File: src/rtl/mem_port_arbiter_if.sv
// Bundles the two master ports and the memory port of mem_port_arbiter.
// slave = arbiter view; master = view of the CPU/RAM environment driving it.
interface mem_port_arbiter_if #(
    parameter int AW = 10,
    parameter int DW = 32
);
    logic          m0_req;
    logic [AW-1:0] m0_addr;
    logic [DW-1:0] m0_rdata;
    logic          m0_ack;

    logic          m1_req;
    logic          m1_we;
    logic [AW-1:0] m1_addr;
    logic [DW-1:0] m1_wdata;
    logic [DW-1:0] m1_rdata;
    logic          m1_ack;

    logic          mem_en;
    logic          mem_we;
    logic [AW-1:0] mem_addr;
    logic [DW-1:0] mem_wdata;
    logic [DW-1:0] mem_rdata;

    logic          busy;

    modport slave (
        input  m0_req, m0_addr, m1_req, m1_we, m1_addr, m1_wdata, mem_rdata,
        output m0_rdata, m0_ack, m1_rdata, m1_ack,
        output mem_en, mem_we, mem_addr, mem_wdata, busy
    );

    modport master (
        output m0_req, m0_addr, m1_req, m1_we, m1_addr, m1_wdata, mem_rdata,
        input  m0_rdata, m0_ack, m1_rdata, m1_ack,
        input  mem_en, mem_we, mem_addr, mem_wdata, busy
    );
endinterface

File: src/rtl/mem_port_arbiter.sv
// Two-master arbiter for one single-port sync RAM (m0 = fetch, m1 = load/store); MEM_ARB_RR_EN selects round-robin ties.
// Latency: req in IDLE at cycle N -> ack at N+WAIT_STATES+2; one access per WAIT_STATES+3 cycles.
// Backpressure: requesters hold req/fields until their one-cycle ack; the loser of a tie simply waits.
module mem_port_arbiter #(
    parameter int AW          = 10,
    parameter int DW          = 32,
    parameter int WAIT_STATES = 1
) (
    input  logic                Clk,
    input  logic                Reset,
    mem_port_arbiter_if.slave   bus
);

    typedef enum logic [1:0] {
        IDLE   = 2'd0,
        ACCESS = 2'd1,
        DONE   = 2'd2
    } state_t;

    localparam logic [3:0] WAIT_INIT = 4'(WAIT_STATES);

    state_t        state_q, state_d;
    logic          owner_q, owner_d;       // 0 = m0, 1 = m1
    logic [3:0]    wait_q, wait_d;
    logic [DW-1:0] m0_rdata_q, m0_rdata_d;
    logic [DW-1:0] m1_rdata_q, m1_rdata_d;
    logic          grant_m1;
    logic          in_access;
    logic          in_done;

`ifdef MEM_ARB_RR_EN
    logic          last_grant_q, last_grant_d;

    // On a tie the master that did not win last time takes the grant.
    assign grant_m1 = bus.m1_req & (~bus.m0_req | ~last_grant_q);
`else
    assign grant_m1 = bus.m1_req;
`endif

    always_comb begin
        state_d    = state_q;
        owner_d    = owner_q;
        wait_d     = wait_q;
        m0_rdata_d = m0_rdata_q;
        m1_rdata_d = m1_rdata_q;
`ifdef MEM_ARB_RR_EN
        last_grant_d = last_grant_q;
`endif
        case (state_q)
            IDLE: begin
                if (bus.m0_req | bus.m1_req) begin
                    owner_d = grant_m1;
                    wait_d  = WAIT_INIT;
                    state_d = ACCESS;
`ifdef MEM_ARB_RR_EN
                    last_grant_d = grant_m1;
`endif
                end
            end
            ACCESS: begin
                if (wait_q == 4'd0) begin
                    state_d = DONE;
                end else begin
                    wait_d = wait_q - 4'd1;
                end
            end
            DONE: begin
                state_d = IDLE;
                if (!owner_q) begin
                    m0_rdata_d = bus.mem_rdata;
                end else if (!bus.m1_we) begin
                    m1_rdata_d = bus.mem_rdata;
                end
            end
            default: state_d = IDLE;
        endcase
    end

    always_ff @(posedge Clk) begin
        if (Reset) begin
            state_q    <= IDLE;
            owner_q    <= 1'b0;
            wait_q     <= 4'd0;
            m0_rdata_q <= '0;
            m1_rdata_q <= '0;
`ifdef MEM_ARB_RR_EN
            last_grant_q <= 1'b1;
`endif
        end else begin
            state_q    <= state_d;
            owner_q    <= owner_d;
            wait_q     <= wait_d;
            m0_rdata_q <= m0_rdata_d;
            m1_rdata_q <= m1_rdata_d;
`ifdef MEM_ARB_RR_EN
            last_grant_q <= last_grant_d;
`endif
        end
    end

    assign in_access = (state_q == ACCESS);
    assign in_done   = (state_q == DONE);

    assign bus.mem_en    = in_access;
    assign bus.mem_we    = in_access & owner_q & bus.m1_we;
    assign bus.mem_addr  = in_access ? (owner_q ? bus.m1_addr : bus.m0_addr) : '0;
    assign bus.mem_wdata = (in_access & owner_q) ? bus.m1_wdata : '0;

    assign bus.m0_ack = in_done & ~owner_q;
    assign bus.m1_ack = in_done & owner_q;

    // RAM data only arrives in DONE, so it is passed straight through during
    // the ack cycle; the registers keep it visible afterwards.
    assign bus.m0_rdata = bus.m0_ack ? bus.mem_rdata : m0_rdata_q;
    assign bus.m1_rdata = (bus.m1_ack & ~bus.m1_we) ? bus.mem_rdata : m1_rdata_q;

    assign bus.busy = (state_q != IDLE);

endmodule

File: src/flat_wrapper.sv
// flat-port wrapper written by rule: the top's interface ports become plain ports
module mem_port_arbiter_flat 
#(
    parameter int AW          = 10,
    parameter int DW          = 32,
    parameter int WAIT_STATES = 1
)
  (Clk, Reset, bus_m0_req, bus_m0_addr, bus_m1_req, bus_m1_we, bus_m1_addr, bus_m1_wdata, bus_mem_rdata, bus_m0_rdata, bus_m0_ack, bus_m1_rdata, bus_m1_ack, bus_mem_en, bus_mem_we, bus_mem_addr, bus_mem_wdata, bus_busy);
  mem_port_arbiter_if #(.AW(AW), .DW(DW)) bus_i ();
  input  logic Clk;
  input  logic Reset;
  input wire logic [$bits(bus_i.m0_req)-1:0] bus_m0_req;
  input wire logic [$bits(bus_i.m0_addr)-1:0] bus_m0_addr;
  input wire logic [$bits(bus_i.m1_req)-1:0] bus_m1_req;
  input wire logic [$bits(bus_i.m1_we)-1:0] bus_m1_we;
  input wire logic [$bits(bus_i.m1_addr)-1:0] bus_m1_addr;
  input wire logic [$bits(bus_i.m1_wdata)-1:0] bus_m1_wdata;
  input wire logic [$bits(bus_i.mem_rdata)-1:0] bus_mem_rdata;
  output wire logic [$bits(bus_i.m0_rdata)-1:0] bus_m0_rdata;
  output wire logic [$bits(bus_i.m0_ack)-1:0] bus_m0_ack;
  output wire logic [$bits(bus_i.m1_rdata)-1:0] bus_m1_rdata;
  output wire logic [$bits(bus_i.m1_ack)-1:0] bus_m1_ack;
  output wire logic [$bits(bus_i.mem_en)-1:0] bus_mem_en;
  output wire logic [$bits(bus_i.mem_we)-1:0] bus_mem_we;
  output wire logic [$bits(bus_i.mem_addr)-1:0] bus_mem_addr;
  output wire logic [$bits(bus_i.mem_wdata)-1:0] bus_mem_wdata;
  output wire logic [$bits(bus_i.busy)-1:0] bus_busy;
  assign bus_i.m0_req = bus_m0_req;
  assign bus_i.m0_addr = bus_m0_addr;
  assign bus_i.m1_req = bus_m1_req;
  assign bus_i.m1_we = bus_m1_we;
  assign bus_i.m1_addr = bus_m1_addr;
  assign bus_i.m1_wdata = bus_m1_wdata;
  assign bus_i.mem_rdata = bus_mem_rdata;
  assign bus_m0_rdata = bus_i.m0_rdata;
  assign bus_m0_ack = bus_i.m0_ack;
  assign bus_m1_rdata = bus_i.m1_rdata;
  assign bus_m1_ack = bus_i.m1_ack;
  assign bus_mem_en = bus_i.mem_en;
  assign bus_mem_we = bus_i.mem_we;
  assign bus_mem_addr = bus_i.mem_addr;
  assign bus_mem_wdata = bus_i.mem_wdata;
  assign bus_busy = bus_i.busy;
  mem_port_arbiter #(.AW(AW), .DW(DW), .WAIT_STATES(WAIT_STATES)) u_core (.Clk(Clk), .Reset(Reset), .bus(bus_i));
endmodule
File: config.mk
export PLATFORM = sky130hd
export DESIGN_NAME = mem_port_arbiter_flat
export DESIGN_NICKNAME = d
export VERILOG_FILES = /design/src/rtl/mem_port_arbiter_if.sv /design/src/rtl/mem_port_arbiter.sv /design/src/flat_wrapper.sv
export SDC_FILE = /design/constraint.sdc
export NUM_CORES = 1
export LEC_CHECK = 0
export CAP_MARGIN = 25
export CORE_MARGIN = 5
export CORE_UTILIZATION = 35
export DETAILED_ROUTE_END_ITERATION = 7
export GPL_TIMING_DRIVEN = 0
export PLACE_DENSITY_LB_ADDON = 0.12
export SLEW_MARGIN = 20
export SYNTH_ARGS = -nofsm -noshare
export SYNTH_HDL_FRONTEND = slang
export SYNTH_SLANG_ARGS = --single-unit
File: constraint.sdc
create_clock -name Clk -period 1.6 [get_ports Clk]
set_input_delay 0.16 -clock Clk [delete_from_list [all_inputs] [get_ports Clk]]
set_output_delay 0.16 -clock Clk [all_outputs]
set_load 0.02 [all_outputs]
### After elaboration in Yosys (flattened, before gate mapping)

Index checks and enable logic that the tools add are counted.

| cells by class | value |
|---|---|
| add/sub/neg operators | 1 |
| equal/unequal tests | 5 |
| mux-type cells | 11 |
| bitwise logic cells | 8 |
| reductions and logical operators | 9 |

Operator list:

| cell | number |
|---|---|
| $mux W32 | 3 |
| $mux W10 | 2 |
| $mux W4 | 2 |
| $pmux W4 S2 | 1 |
| $reduce_and A2 Y1 | 3 |
| $reduce_and A3 Y1 | 2 |
| $and A1 B1 Y1 | 5 |
| $logic_not A4 Y1 | 1 |
| $mux W2 | 2 |
| $ne A2 B2 Y1 const B | 2 |
| $pmux W2 S2 | 1 |
| $reduce_bool A2 Y1 | 2 |
| $sub A4 B1 Y4 const B | 1 |
| $eq A2 B1 Y1 const B | 1 |
| $eq A2 B2 Y1 const B | 1 |
| $logic_not A2 Y1 | 1 |
| $ne A2 B1 Y1 const B | 1 |
| $not A1 Y1 | 2 |
| $or A1 B1 Y1 | 1 |

| word-level totals | value |
|---|---|
| flip-flop bits (word level) | 71 |
| bits of input ports | 89 |
| output and inout bits | 111 |
| logic and storage cells | 39 |

### Depth between registers and ports, before layout

| logic depth | value |
|---|---|
| depth after elaboration | 4 |
| mapped depth | 5 |
| gate-level depth less buffers | 5 |

### Worst setup path before layout

No wires, ideal clock.

| timing path | value |
|---|---|
| kind | register -> register |
| start | reg u_core.owner_q |
| end | reg u_core.m0_rdata_q[0] |
| library setup time | 0.115 ns |
| arrival time | 1.502 ns |
| data required time | 1.485 ns |
| setup slack | -0.016 ns |
| stages on the path, launching flop included | 6 |
| buffers on the path | 2 |
| period minus slack after synthesis | 1.616 ns |
| cells stage by stage | dfxtp_1 buf_6 nor3b_4 buf_6 mux2_4 and2_1 |

| on the way | value |
|---|---|
| longest elaborated chain between the ends | 2 |

Ends and longest elaborated chain:

| element | RTL line | text |
|---|---|---|
| start, declared | mem_port_arbiter.sv:23 | `logic owner_q, owner_d;` |
| start signal, assigned | mem_port_arbiter.sv:91 | `owner_q <= owner_d;` |
| $not A1 Y1 (no source line) | - |  |
| $reduce_and A2 Y1 (no source line) | - |  |
| end signal, assigned | mem_port_arbiter.sv:93 | `m0_rdata_q <= m0_rdata_d;` |
| end, declared | mem_port_arbiter.sv:25 | `logic [DW-1:0] m0_rdata_q, m0_rdata_d;` |

Every way passes these cells.
A chain may end at the register's enable or synchronous reset.

### Worst setup path in the final report

| timing path | value |
|---|---|
| start | reg u_core.state_q[0] |
| end | out bus_m0_rdata[26] |

| on the way | value |
|---|---|
| longest elaborated chain between the ends | 3 |

Ends and longest elaborated chain:

| element | RTL line | text |
|---|---|---|
| start, declared | mem_port_arbiter.sv:22 | `state_t state_q, state_d;` |
| start signal, assigned | mem_port_arbiter.sv:90 | `state_q <= state_d;` |
| $eq A2 B2 Y1 | mem_port_arbiter.sv:102 | `assign in_done = (state_q == DONE);` |
| $and A1 B1 Y1 | mem_port_arbiter.sv:109 | `assign bus.m0_ack = in_done & ~owner_q;` |
| $mux W32 | mem_port_arbiter.sv:114 | `assign bus.m0_rdata = bus.m0_ack ? bus.mem_rdata : m0_rdata_q;` |
| end, declared | flat_wrapper.sv:19 | `output wire logic [$bits(bus_i.m0_rdata)-1:0] bus_m0_rdata;` |

Every way passes these cells.

==> run summary <==
* worst-case vdd ir drop: 0.000460 V
* cts-stage hold buffer count: 0
* cell area after placement: 5680 um2
* proportion of total power due to net switching: 28.5%
* final critical delay including setup and external delays: 2060 ps
* post-layout total power: 4.50 mW
* I/O Pins: 200
* post-synthesis sequential area ratio: 40.4%
* crit path capture type: output pin
* Mean Syn Cell Area: 11.2 um2
* final instance area: 6650 um2
* worst setup timing slack at the placement stage: -709 ps
* x dimension of the die: 110 um
* Layout Skew: 8.00 ps
* share of final-layout standard cells stronger than drive strength 1: 52.0%
* CTS tree: done
* number of buffers created by CTS: 9
* RePlAce Congestion: 0.754
* library cell contributing the largest single delay on the critical path: sky130_fd_sc_hd__dfxtp_4
* Detailed Routing Iterations Pass 1: 4
* most repeated library cell on the critical path: sky130_fd_sc_hd__buf_6
* cell count after synthesis: 313
* area of the die: 12200 um2
* average routed wire per standard cell: 17.0 um
* Placed Cells: 645
* number of distinct library cell variants in the gate-level netlist after synthesis: 29
* maximum number of pins on one net before global-route repair: 13
* highest cell delay on the worst timing path: 370 ps
* antenna cells: 0
* worst setup slack for register-to-register paths: -200 ps
* CP Data Arrival Time: 1900 ps
* library cell used as clock root buffer: sky130_fd_sc_hd__clkbuf_8
* netlist area before placement: 3520 um2
* headroom to the max-slew limit: 63.4%
* worst setup slack after layout: -461 ps
* setup total negative slack: -40750 ps
* crit path cell chain: buf_6 > nor3b_4 > buf_6 > buf_12 > clkbuf_16 > mux2_4 > buf_6
* sink count of the clock tree: 71
* Max Slew Vio Count: 0
* placed wire-length estimate: 8320 um
* vias per inst: 4.55
* synth-to-layout area growth: 89.0%
* number of rows created at floorplan: 36
* Final Hold Fails: 0
* first-pass GRT wire length: 16700 um
* global-route total usage across every layer: 17.9%
* residual antenna-violating net count after detailed routing: 0
* Final setup viols: 163
* final instance count without filler cells: 697
* static leakage power: 2.97 nW
* failing checks: negative setup slack
* number of buffers between clock root and the deepest sink: 2
* max-cap viol count: 0
* total detailed-routing wirelength: 11800 um
* Flop pwr share: 41.0%
* min-delay worst type: primary input to flop
* initial antenna violation count: 0
* Clock power frac: 29.3%
* overflow left after global routing: 0
* DRC violation count after routing: 0
* net total in the final layout: 650
* Util after Layout: 68.0%
* combinational power share: 29.7%
* WHS: 457 ps
* post-route clock period utilization: 129%
* Ys Warns: 0
* clk_lat worst skew: 340 ps
* Synth Register Bits: 71
* setup repair after global routing missed its margin: true
* Worst EP required: 1440 ps
* Starting Density: 36.0%
* Die Span Y: 110 um
* quantity of I/O buffers inserted on ports: 199
* pwr/cell area: 677 nW/um2
* startpoint type of the worst setup path: flop
* Synthesized Nets: 404
* switching power: 1.28 mW
* Clock transition at path regs: 70 ps
* Peak Freq: 0.485 GHz
* initial DRC count: 92
* internal portion of total power: 3.22 mW
* number of global-route vias before repair: 3295
* vias after detailed routing: 3173
* maximum fanout along the worst path: 5
* classification of the worst setup path: flop to output pin
* # H-tree levels: 3
* placeable core region: 9770 um2
* slew at the pin closest to its max-slew limit: 549 ps
* status: complete, but fails checks
==> power groups by stage <==
stage          Sequential [mW]  Combinational, mW  Clock [mW]
2_1_floorplan             1.88              0.564           0
5_1_grt                   1.85               1.42        1.45
4_1_cts                   1.84               1.23        1.35
3_5_place_dp              1.88               1.13           0
3_3_place_gp              1.88               1.12           0
6_report                  1.85               1.34        1.32
==> worst paths after layout <==
kind / startpoint / endpoint / depth (start not counted)
hold reg to reg: u_core.wait_q[3]$_SDFFE_PP0P_ / u_core.wait_q[3]$_SDFFE_PP0P_ / 2
setup / recovery: u_core.state_q[0]$_SDFFE_PP0P_ / bus_m0_rdata[26] / 7
hold / removal: bus_m1_req / u_core.owner_q$_SDFFE_PP0P_ / 3
setup reg to reg: u_core.state_q[0]$_SDFFE_PP0P_ / u_core.m0_rdata_q[1]$_SDFFE_PP0P_ / 8
==> worst max-delay path: cells and delay by family, from the launching register on <==
| kind | cells | cell delay (ps) |
|---|---|---|
| buffers and inverters | 5 | 680 |
| flip-flops | 1 | 370 |
| multiplexers | 1 | 320 |
| AND/OR/NAND/NOR | 1 | 180 |
==> logic make-up after synthesis <==
| kind of cell | Yosys count | synth area share [%] |
|---|---|---|
| adders and majority gates | 2 | 0.711 |
| buffers and inverters | 31 | 5.65 |
| and+or+nand+nor | 123 | 21.4 |
| muxes | 74 | 29.6 |
| DFF | 71 | 40.4 |
| AOI/OAI and AO/OA | 12 | 2.20 |
==> final cells by class <==
type | count | area, um2
plain buffers | 22 | 195
clock buffers | 11 | 151
clock inverters | 5 | 31.3
fillers | 763 | 3120
inverters | 7 | 26.3
multi-input cells | 211 | 2050
flip-flops and latches | 71 | 1430
well taps | 133 | 166
repair buffers | 237 | 2610
==> metal layers <==
metal	global-route usage (%)	part of all wire, %
met3	5.88	6.7
met1	21.6	40
met4	4.22	1.3
met2	30.8	52
met5	0	0
==> placed cells by master, fill, tap and decap left out, drive strengths merged, types with 2 or more instances in the layout <==
cell	n
buf	108
clkdlybuf4s50	88
dfxtp	71
mux2	64
and2	64
clkdlybuf4s15	43
and3	33
clkbuf	30
nor2	15
mux2i	10
inv	8
o21ai	4
clkinv	3
nand2b	2
nand4b	2
a211oi	2
nor4	2
a21oi	2
ha	2
nor3b	2
==> cell usage after synthesis <==
cell | count | area (um2)
sky130_fd_sc_hd__a211oi_1 | 2 | 15.0
sky130_fd_sc_hd__a21oi_1 | 2 | 10.0
sky130_fd_sc_hd__a31oi_1 | 1 | 6.26
sky130_fd_sc_hd__a41o_1 | 1 | 10.0
sky130_fd_sc_hd__and2_1 | 64 | 400
sky130_fd_sc_hd__and3_1 | 33 | 206
sky130_fd_sc_hd__and3b_1 | 1 | 8.76
sky130_fd_sc_hd__buf_12 | 3 | 60.1
sky130_fd_sc_hd__buf_4 | 1 | 7.51
sky130_fd_sc_hd__buf_6 | 4 | 45.0
sky130_fd_sc_hd__clkbuf_1 | 16 | 60.1
sky130_fd_sc_hd__dfxtp_1 | 71 | 1420
sky130_fd_sc_hd__ha_1 | 2 | 25.0
sky130_fd_sc_hd__inv_1 | 6 | 22.5
sky130_fd_sc_hd__inv_2 | 1 | 3.75
sky130_fd_sc_hd__mux2_2 | 5 | 56.3
sky130_fd_sc_hd__mux2_4 | 59 | 886
sky130_fd_sc_hd__mux2i_1 | 10 | 100
sky130_fd_sc_hd__nand2_1 | 1 | 3.75
sky130_fd_sc_hd__nand2b_1 | 2 | 12.5
sky130_fd_sc_hd__nand4b_1 | 2 | 17.5
sky130_fd_sc_hd__nor2_1 | 15 | 56.3
sky130_fd_sc_hd__nor3b_1 | 1 | 7.51
sky130_fd_sc_hd__nor3b_4 | 1 | 18.8
sky130_fd_sc_hd__nor4_1 | 2 | 12.5
sky130_fd_sc_hd__nor4bb_1 | 1 | 10.0
sky130_fd_sc_hd__o21ai_0 | 4 | 20.0
sky130_fd_sc_hd__o31ai_1 | 1 | 7.51
sky130_fd_sc_hd__o41ai_1 | 1 | 8.76
==> registers in the layout, summed over array words and instances (netlist names) <==
name               flops
u_core.m0_rdata_q     32
u_core.m1_rdata_q     32
u_core.wait_q          4
u_core.state_q         2
u_core.owner_q         1
==> repair_timing <==
| item | CTS | global route |
|---|---|---|
| endpoints found under the setup margin | 170 | 170 |
| setup buffers | 18 | 19 |
| cloned | 3 | 3 |
| pin swaps | 2 | 1 |
| resized for setup | 538 | 87 |
Power figures use the tool's default switching activity.
==> variant 1 (config.mk and constraints unchanged) <==
`AW` is set to 10 in 3 places; all go to 11.
--- a/src/rtl/mem_port_arbiter_if.sv
+++ b/src/rtl/mem_port_arbiter_if.sv
@@ -1,7 +1,7 @@
 // Bundles the two master ports and the memory port of mem_port_arbiter.
 // slave = arbiter view; master = view of the CPU/RAM environment driving it.
 interface mem_port_arbiter_if #(
-    parameter int AW = 10,
+    parameter int AW = 11,
     parameter int DW = 32
 );
     logic          m0_req;
--- a/src/rtl/mem_port_arbiter.sv
+++ b/src/rtl/mem_port_arbiter.sv
@@ -2,7 +2,7 @@
 // Latency: req in IDLE at cycle N -> ack at N+WAIT_STATES+2; one access per WAIT_STATES+3 cycles.
 // Backpressure: requesters hold req/fields until their one-cycle ack; the loser of a tie simply waits.
 module mem_port_arbiter #(
-    parameter int AW          = 10,
+    parameter int AW          = 11,
     parameter int DW          = 32,
     parameter int WAIT_STATES = 1
 ) (
--- a/src/flat_wrapper.sv
+++ b/src/flat_wrapper.sv
@@ -1,7 +1,7 @@
 // flat-port wrapper written by rule: the top's interface ports become plain ports
 module mem_port_arbiter_flat 
 #(
-    parameter int AW          = 10,
+    parameter int AW          = 11,
     parameter int DW          = 32,
     parameter int WAIT_STATES = 1
 )
Interface: changed (resized bus_m0_addr, bus_m1_addr and bus_mem_addr); port bits go from 200 to 203. The function was not compared with the original's and may differ.
==> variant 1 against the original RTL <==
The run still ends with negative setup slack left; wire length grew 6.3%; area after synthesis is 2.8% lower; clock skew grew 5.1 ps; final area rose by 6.3%; sequential cell count stayed put; setup slack better by 43 ps; maximum frequency rose by 2.1%; power rose by 10%; first-iteration DRC count fell by 14%.
==> variant 1: results (changes against the original RTL) <==
| Metric | Value |
|---|---|
| Status | finished with violations (unchanged) |
| Failing checks | negative setup slack (unchanged) |
| Seq/Total Area, Yosys | 41.54% (was 40.38%) |
| CTS H-tree lvls | 3 (unchanged) |
| PortBufs | 202 (was 199) |
| Largest net degree at the start of global routing | 14 (was 13) |
| CTS Root Cell | clkbuf_8 (unchanged) |
| Vias in the first global route | 3303 (was 3295) |
| Clk buf depth | 2 (unchanged) |
| DR iter-0 viols | 79 (was 92) |
| CP max FO | 5 (unchanged) |
| Ant. Diodes | 0 (unchanged) |
| Synth cell types | 30 (was 29) |
| Worst Slack Setup Final | -417.9 ps (was -460.6 ps) |
| Nets@finish | 665 (was 650) |
| Maximum VDD drop | 0.4527 mV (was 0.4602 mV) |
| Lkg Pwr | 3.080 nW (was 2.968 nW) |
| Synth cell count leaders | 71 x dfxtp_1, 64 x and2_1, 33 x and3_1 (was 71 x dfxtp_1, 64 x and2_1, 59 x mux2_4) |
| Largest regs | u_core.m0_rdata_q (32), u_core.m1_rdata_q (32), u_core.wait_q (4) (unchanged) |
| Post-synth ARST share | 0% (unchanged) |
| Critical Path AT | 1860 ps (was 1900 ps) |
| Dpl cells | 650 (was 645) |
| Clk Latency, worst-skew pair | approximately 350 ps |
| Finished Layout Cells | 710 (was 697) |
| # setup viols final | 125 (was 163) |
| Vias/cell | 4.639 (was 4.552) |
| DRT Wirelength | 12.60 mm (was 11.84 mm) |
| Slew @ Worst Pin | 569.6 ps (was 549.5 ps) |
| Int Power | 3.525 mW (was 3.221 mW) |
| Ys Warns | 0 (unchanged) |
| Dpl hpwl | 7.998 mm (was 8.319 mm) |
| Layout cells sized above 1 | 57.19% (was 51.95%) |
| Synth area leaders | dfxtp_1 42%, mux2_4 13%, and2_1 12%, mux2_2 10%, and3_1 6.0% (was dfxtp_1 40%, mux2_4 25%, and2_1 11%, and3_1 5.9%, mux2i_1 2.8%) |
| Clock-pin slew on the worst setup and hold paths | 70 ps (about the same) |
| Synth Instances | 315 (was 313) |
| First-pass GRT wire length | 17.25 mm (was 16.71 mm) |
| Antenna violations before repair | 0 (unchanged) |
| Hold Crit Class | in2reg (unchanged) |
| Final Skew | 13.13 ps (was 8.003 ps) |
| Total CTS buffers | 9 (unchanged) |
| Largest stage delay, worst path | 370 ps (about the same) |
| GPL Wtd Cong | 0.7405 (was 0.7536) |
| Drt first pass iters | 4 (unchanged) |
| Dpl ws | -714.7 ps (was -709.5 ps) |
| Slowest CP cell | dfxtp_4 (unchanged) |
| Synthesized Nets | 408 (was 404) |
| GR Util All Layers | 18.81% (was 17.88%) |
[variant 1: cell count changes after synthesis, moves of 3 or more]
cell	unedited run	this run
mux2_1	0	3
clkbuf_1	16	13
mux2_2	5	31
mux2_4	59	30
buf_2	0	4
[variant 1: metrics by stage]
stage          util, %  hold slack (ps)  TNS, ps  area [um2]
6_report         73.35            444.1   -36330        7071
5_1_grt          73.35            437.3   -44870        7071
4_1_cts          65.84            408.5   -30310        6346
3_5_place_dp     58.20            495.8   -73700        5610
3_3_place_gp     58.20            492.5   -69660        5610
2_1_floorplan        -            229.1        0        3422
[variant 1: power groups by stage]
stage / combinational (mW) / clock, mW / sequential (mW)
floorplan: 0.530 / 0 / 1.88
global placement: 1.09 / 0 / 1.88
detailed placement: 1.10 / 0 / 1.88
CTS: 1.39 / 1.50 / 1.84
global route: 1.74 / 1.59 / 1.85
finish: 1.66 / 1.46 / 1.85
[variant 1: routing by layer]
| metal | GRT usage (%) | routed length, um |
|---|---|---|
| met3 | 6.217 | 694 |
| met2 | 31.36 | 6523 |
| met4 | 5.861 | 302 |
| met1 | 22.92 | 5074 |
| met5 | 0 | 0 |
[variant 1: kinds of logic after synthesis]
| logic type | synth area share [%] |
|---|---|
| AOI/OAI and AO/OA | 2.267 |
| adders and majority gates | 0.7311 |
| buffers and inverters | 5.741 |
| DFF | 41.54 |
| muxes | 27.57 |
| and+or+nand+nor | 22.16 |
[variant 1: worst max-delay path: cells and delay by family (launching register included)]
family	cells	cell delay [ps]
flops	1	370
simple gates	1	270
mux	1	310
buf+inv	4	570
[variant 1: path summary, 6_finish.rpt]
kind | startpoint | end | slack, ps | cells past startpoint
max | u_core.state_q[0] | bus_m1_rdata[1] | -420 | 6
min | bus_m1_req | u_core.owner_q | 440 | 3
max reg2reg | u_core.state_q[0] | u_core.m1_rdata_q[6] | -130 | 7
min reg2reg | u_core.wait_q[3] | u_core.wait_q[3] | 510 | 2
[variant 1: layout make-up]
class | count | area (um2)
plain buffers | 20 | 221.5
clock buffers | 10 | 137.6
clock inverters | 6 | 67.56
fillers | 704 | 2569
inverters | 7 | 38.79
multi-input cells | 213 | 2282
flip-flops and latches | 71 | 1430
well taps | 133 | 166.4
repair buffers | 250 | 2726
[variant 1: timing repair]
action | CTS | global route
gates resized for setup | 690 | 177
buffers inserted | 23 | 20
gates cloned | 4 | 3
hold endpoints to repair | 0 | 0
setup endpoints to repair | 171 | 161
pin swaps | 4 | 26
==> variant 2 (same flow settings) <==
Made on the original files. The 3 states of `state_t` get a one-hot encoding in 3 bits.
--- a/src/rtl/mem_port_arbiter.sv
+++ b/src/rtl/mem_port_arbiter.sv
@@ -11,10 +11,10 @@
     mem_port_arbiter_if.slave   bus
 );
 
-    typedef enum logic [1:0] {
-        IDLE   = 2'd0,
-        ACCESS = 2'd1,
-        DONE   = 2'd2
+    typedef enum logic [2:0] {
+        IDLE   = 3'b001,
+        ACCESS = 3'b010,
+        DONE   = 3'b100
     } state_t;
 
     localparam logic [3:0] WAIT_INIT = 4'(WAIT_STATES);
Function: no difference found for any inputs over 10 cycles, from zero or initial values and one cycle with Reset high; not proved beyond that.
==> variant 2 against the original RTL <==
The run still ends with negative setup slack left; non-clock buffer count rose by 21; power is 7.1% lower; largest cell class unchanged; wire length is 4.7% higher; register-to-register slack got worse by 110 ps; via count up 5.1%; highest routed layer unchanged; first-iteration DRC count increased by 55%; setup slack worse by 110 ps; combinational power fell by 34%; hold slack better by 42 ps; final area up 10%; sequential cell count grew 1; area after synthesis is 1.4% higher; critical path depth did not move; global-route usage is 0.66 points higher.
==> variant 2: results (changes against the original RTL) <==
| Metric | Value |
|---|---|
| Maximum VDD drop | 0.4442 mV (was 0.4602 mV) |
| Slowest CP cell | dfxtp_4 (unchanged) |
| GR Util All Layers | 18.53% (was 17.88%) |
| Ys Warns | 0 (unchanged) |
| PortBufs | 199 (unchanged) |
| Ant. Diodes | 0 (unchanged) |
| Status | finished with violations (unchanged) |
| Vias in the first global route | 3554 (was 3295) |
| Final Skew | 8.110 ps (was 8.003 ps) |
| Dpl cells | 650 (was 645) |
| Clk Latency, worst-skew pair | 340 ps (about the same) |
| Hold slack | 498.3 ps (was 456.7 ps) |
| Largest stage delay, worst path | 370 ps (about the same) |
| WL/cell | 17.10 um (was 16.99 um) |
| Seq pwr | 1.85 mW (about the same) |
| Dpl hpwl | 8.131 mm (was 8.319 mm) |
| Drt first pass iters | 4 (unchanged) |
| Lkg Pwr | 3.239 nW (was 2.968 nW) |
| Largest regs | u_core.m0_rdata_q (32), u_core.m1_rdata_q (32), u_core.wait_q (4) (unchanged) |
| Layout cells sized above 1 | 64.36% (was 51.95%) |
| CTS H-tree lvls | 3 (unchanged) |
| GPL Wtd Cong | 0.8010 (was 0.7536) |
| Antenna violations before repair | 0 (unchanged) |
| Switching Share | 26.89% (was 28.47%) |
| Synth cell types | 33 (was 29) |
| DR iter-0 viols | 143 (was 92) |
| Hold Crit Class | in2reg (unchanged) |
| Finished Layout Cells | 725 (was 697) |
| Top delay family on crit path | buffers and inverters (unchanged) |
| Post-synth ARST share | 0% (unchanged) |
| R2r setup slk | -310 ps (was -200 ps) |
| Worst Slack Setup Final | -572.6 ps (was -460.6 ps) |
| Synth area leaders | dfxtp_1 40%, mux2_4 25%, and2_1 11%, and3_1 6.0%, mux2i_1 2.8% (was dfxtp_1 40%, mux2_4 25%, and2_1 11%, and3_1 5.9%, mux2i_1 2.8%) |
| Seq/Total Area, Yosys | 40.38% (about the same) |
| Clock-pin slew on the worst setup and hold paths | 80 ps |
| Synthesized Nets | 409 (was 404) |
| PwrDens | 571.4 mW/mm2 (was 676.9 mW/mm2) |
| Failing checks | negative setup slack (unchanged) |
| Largest net degree at the start of global routing | 15 (was 13) |
| Nets@finish | 678 (was 650) |
| Total CTS buffers | 9 (unchanged) |
| Clk buf depth | 2 (unchanged) |
| Synth cell count leaders | 72 x dfxtp_1, 64 x and2_1, 59 x mux2_4 (was 71 x dfxtp_1, 64 x and2_1, 59 x mux2_4) |
| Area after DPL | 0.005737 mm2 (was 0.005678 mm2) |
| # setup viols final | 167 (was 163) |
| Setup TNS Final | -57340 ps (was -40750 ps) |
| GRT overflow | 0 (unchanged) |
| Logic power comb | 0.886 mW (was 1.34 mW) |
| Synth Instances | 318 (was 313) |
| CP max FO | 5 (unchanged) |
| Slew @ Worst Pin | 502.0 ps (was 549.5 ps) |
| Vias/cell | 4.599 (was 4.552) |
| First-pass GRT wire length | 18.58 mm (was 16.71 mm) |
| Dpl ws | -738.9 ps (was -709.5 ps) |
| CTS Root Cell | clkbuf_8 (unchanged) |
| Critical Path AT | 2010 ps (was 1900 ps) |
[variant 2: changes by cell type in the layout (fill, tap and decap cells not counted), sizes merged, moves of 2 or more]
| cell | change |
|---|---|
| a211o | +2 |
| a211oi | -2 |
| buf | +70 |
| clkbuf | -7 |
| clkdlybuf4s15 | -43 |
| nand2 | +4 |
| nand4b | -2 |
| nor3 | +3 |
| o21ai | -3 |
| or3b | +2 |
[variant 2: metal layers]
layer | GRT usage [%] | up-vias | wire (um)
li1 | - | 1621 | -
met1 | 20.61 | 1574 | 4860
met2 | 33.05 | 116 | 6477
met3 | 6.932 | 23 | 781
met4 | 5.090 | 0 | 282
met5 | 0 | - | 0
[variant 2: worst paths after layout]
check | startpoint | endpoint | cells past startpoint
hold / removal | bus_m0_req | u_core.owner_q | 4
hold reg to reg | u_core.wait_q[1] | u_core.wait_q[1] | 1
setup / recovery | u_core.state_q[2] | bus_m1_rdata[13] | 7
setup reg to reg | u_core.state_q[2] | u_core.m1_rdata_q[19] | 8
[variant 2: timing repair]
action                     in CTS  in global routing
setup endpoints to repair     174                178
gates resized for setup       694                173
gates cloned                    7                  2
setup buffers                  38                 16
pin swaps                       7                 16
[variant 2: cells by family after synthesis]
logic type | synth area share, %
flip-flops | 40.38
buffers and inverters | 4.977
multiplexers | 29.20
adder cells (fa/ha/maj) | 0.7009
AND/OR/NAND/NOR | 22.96
AO/OA/AOI/OAI | 1.788
[variant 2: layout make-up]
type	count	area [um2]
sequential	72	1454
timing repair inverter	1	6.256
tap	133	166.4
fill	700	2541
buffer	22	247.7
timing repair buffer	258	2834
inverter	6	27.53
clock buffer	9	123.9
multi-input combinational	217	2384
clock inverter	7	80.08
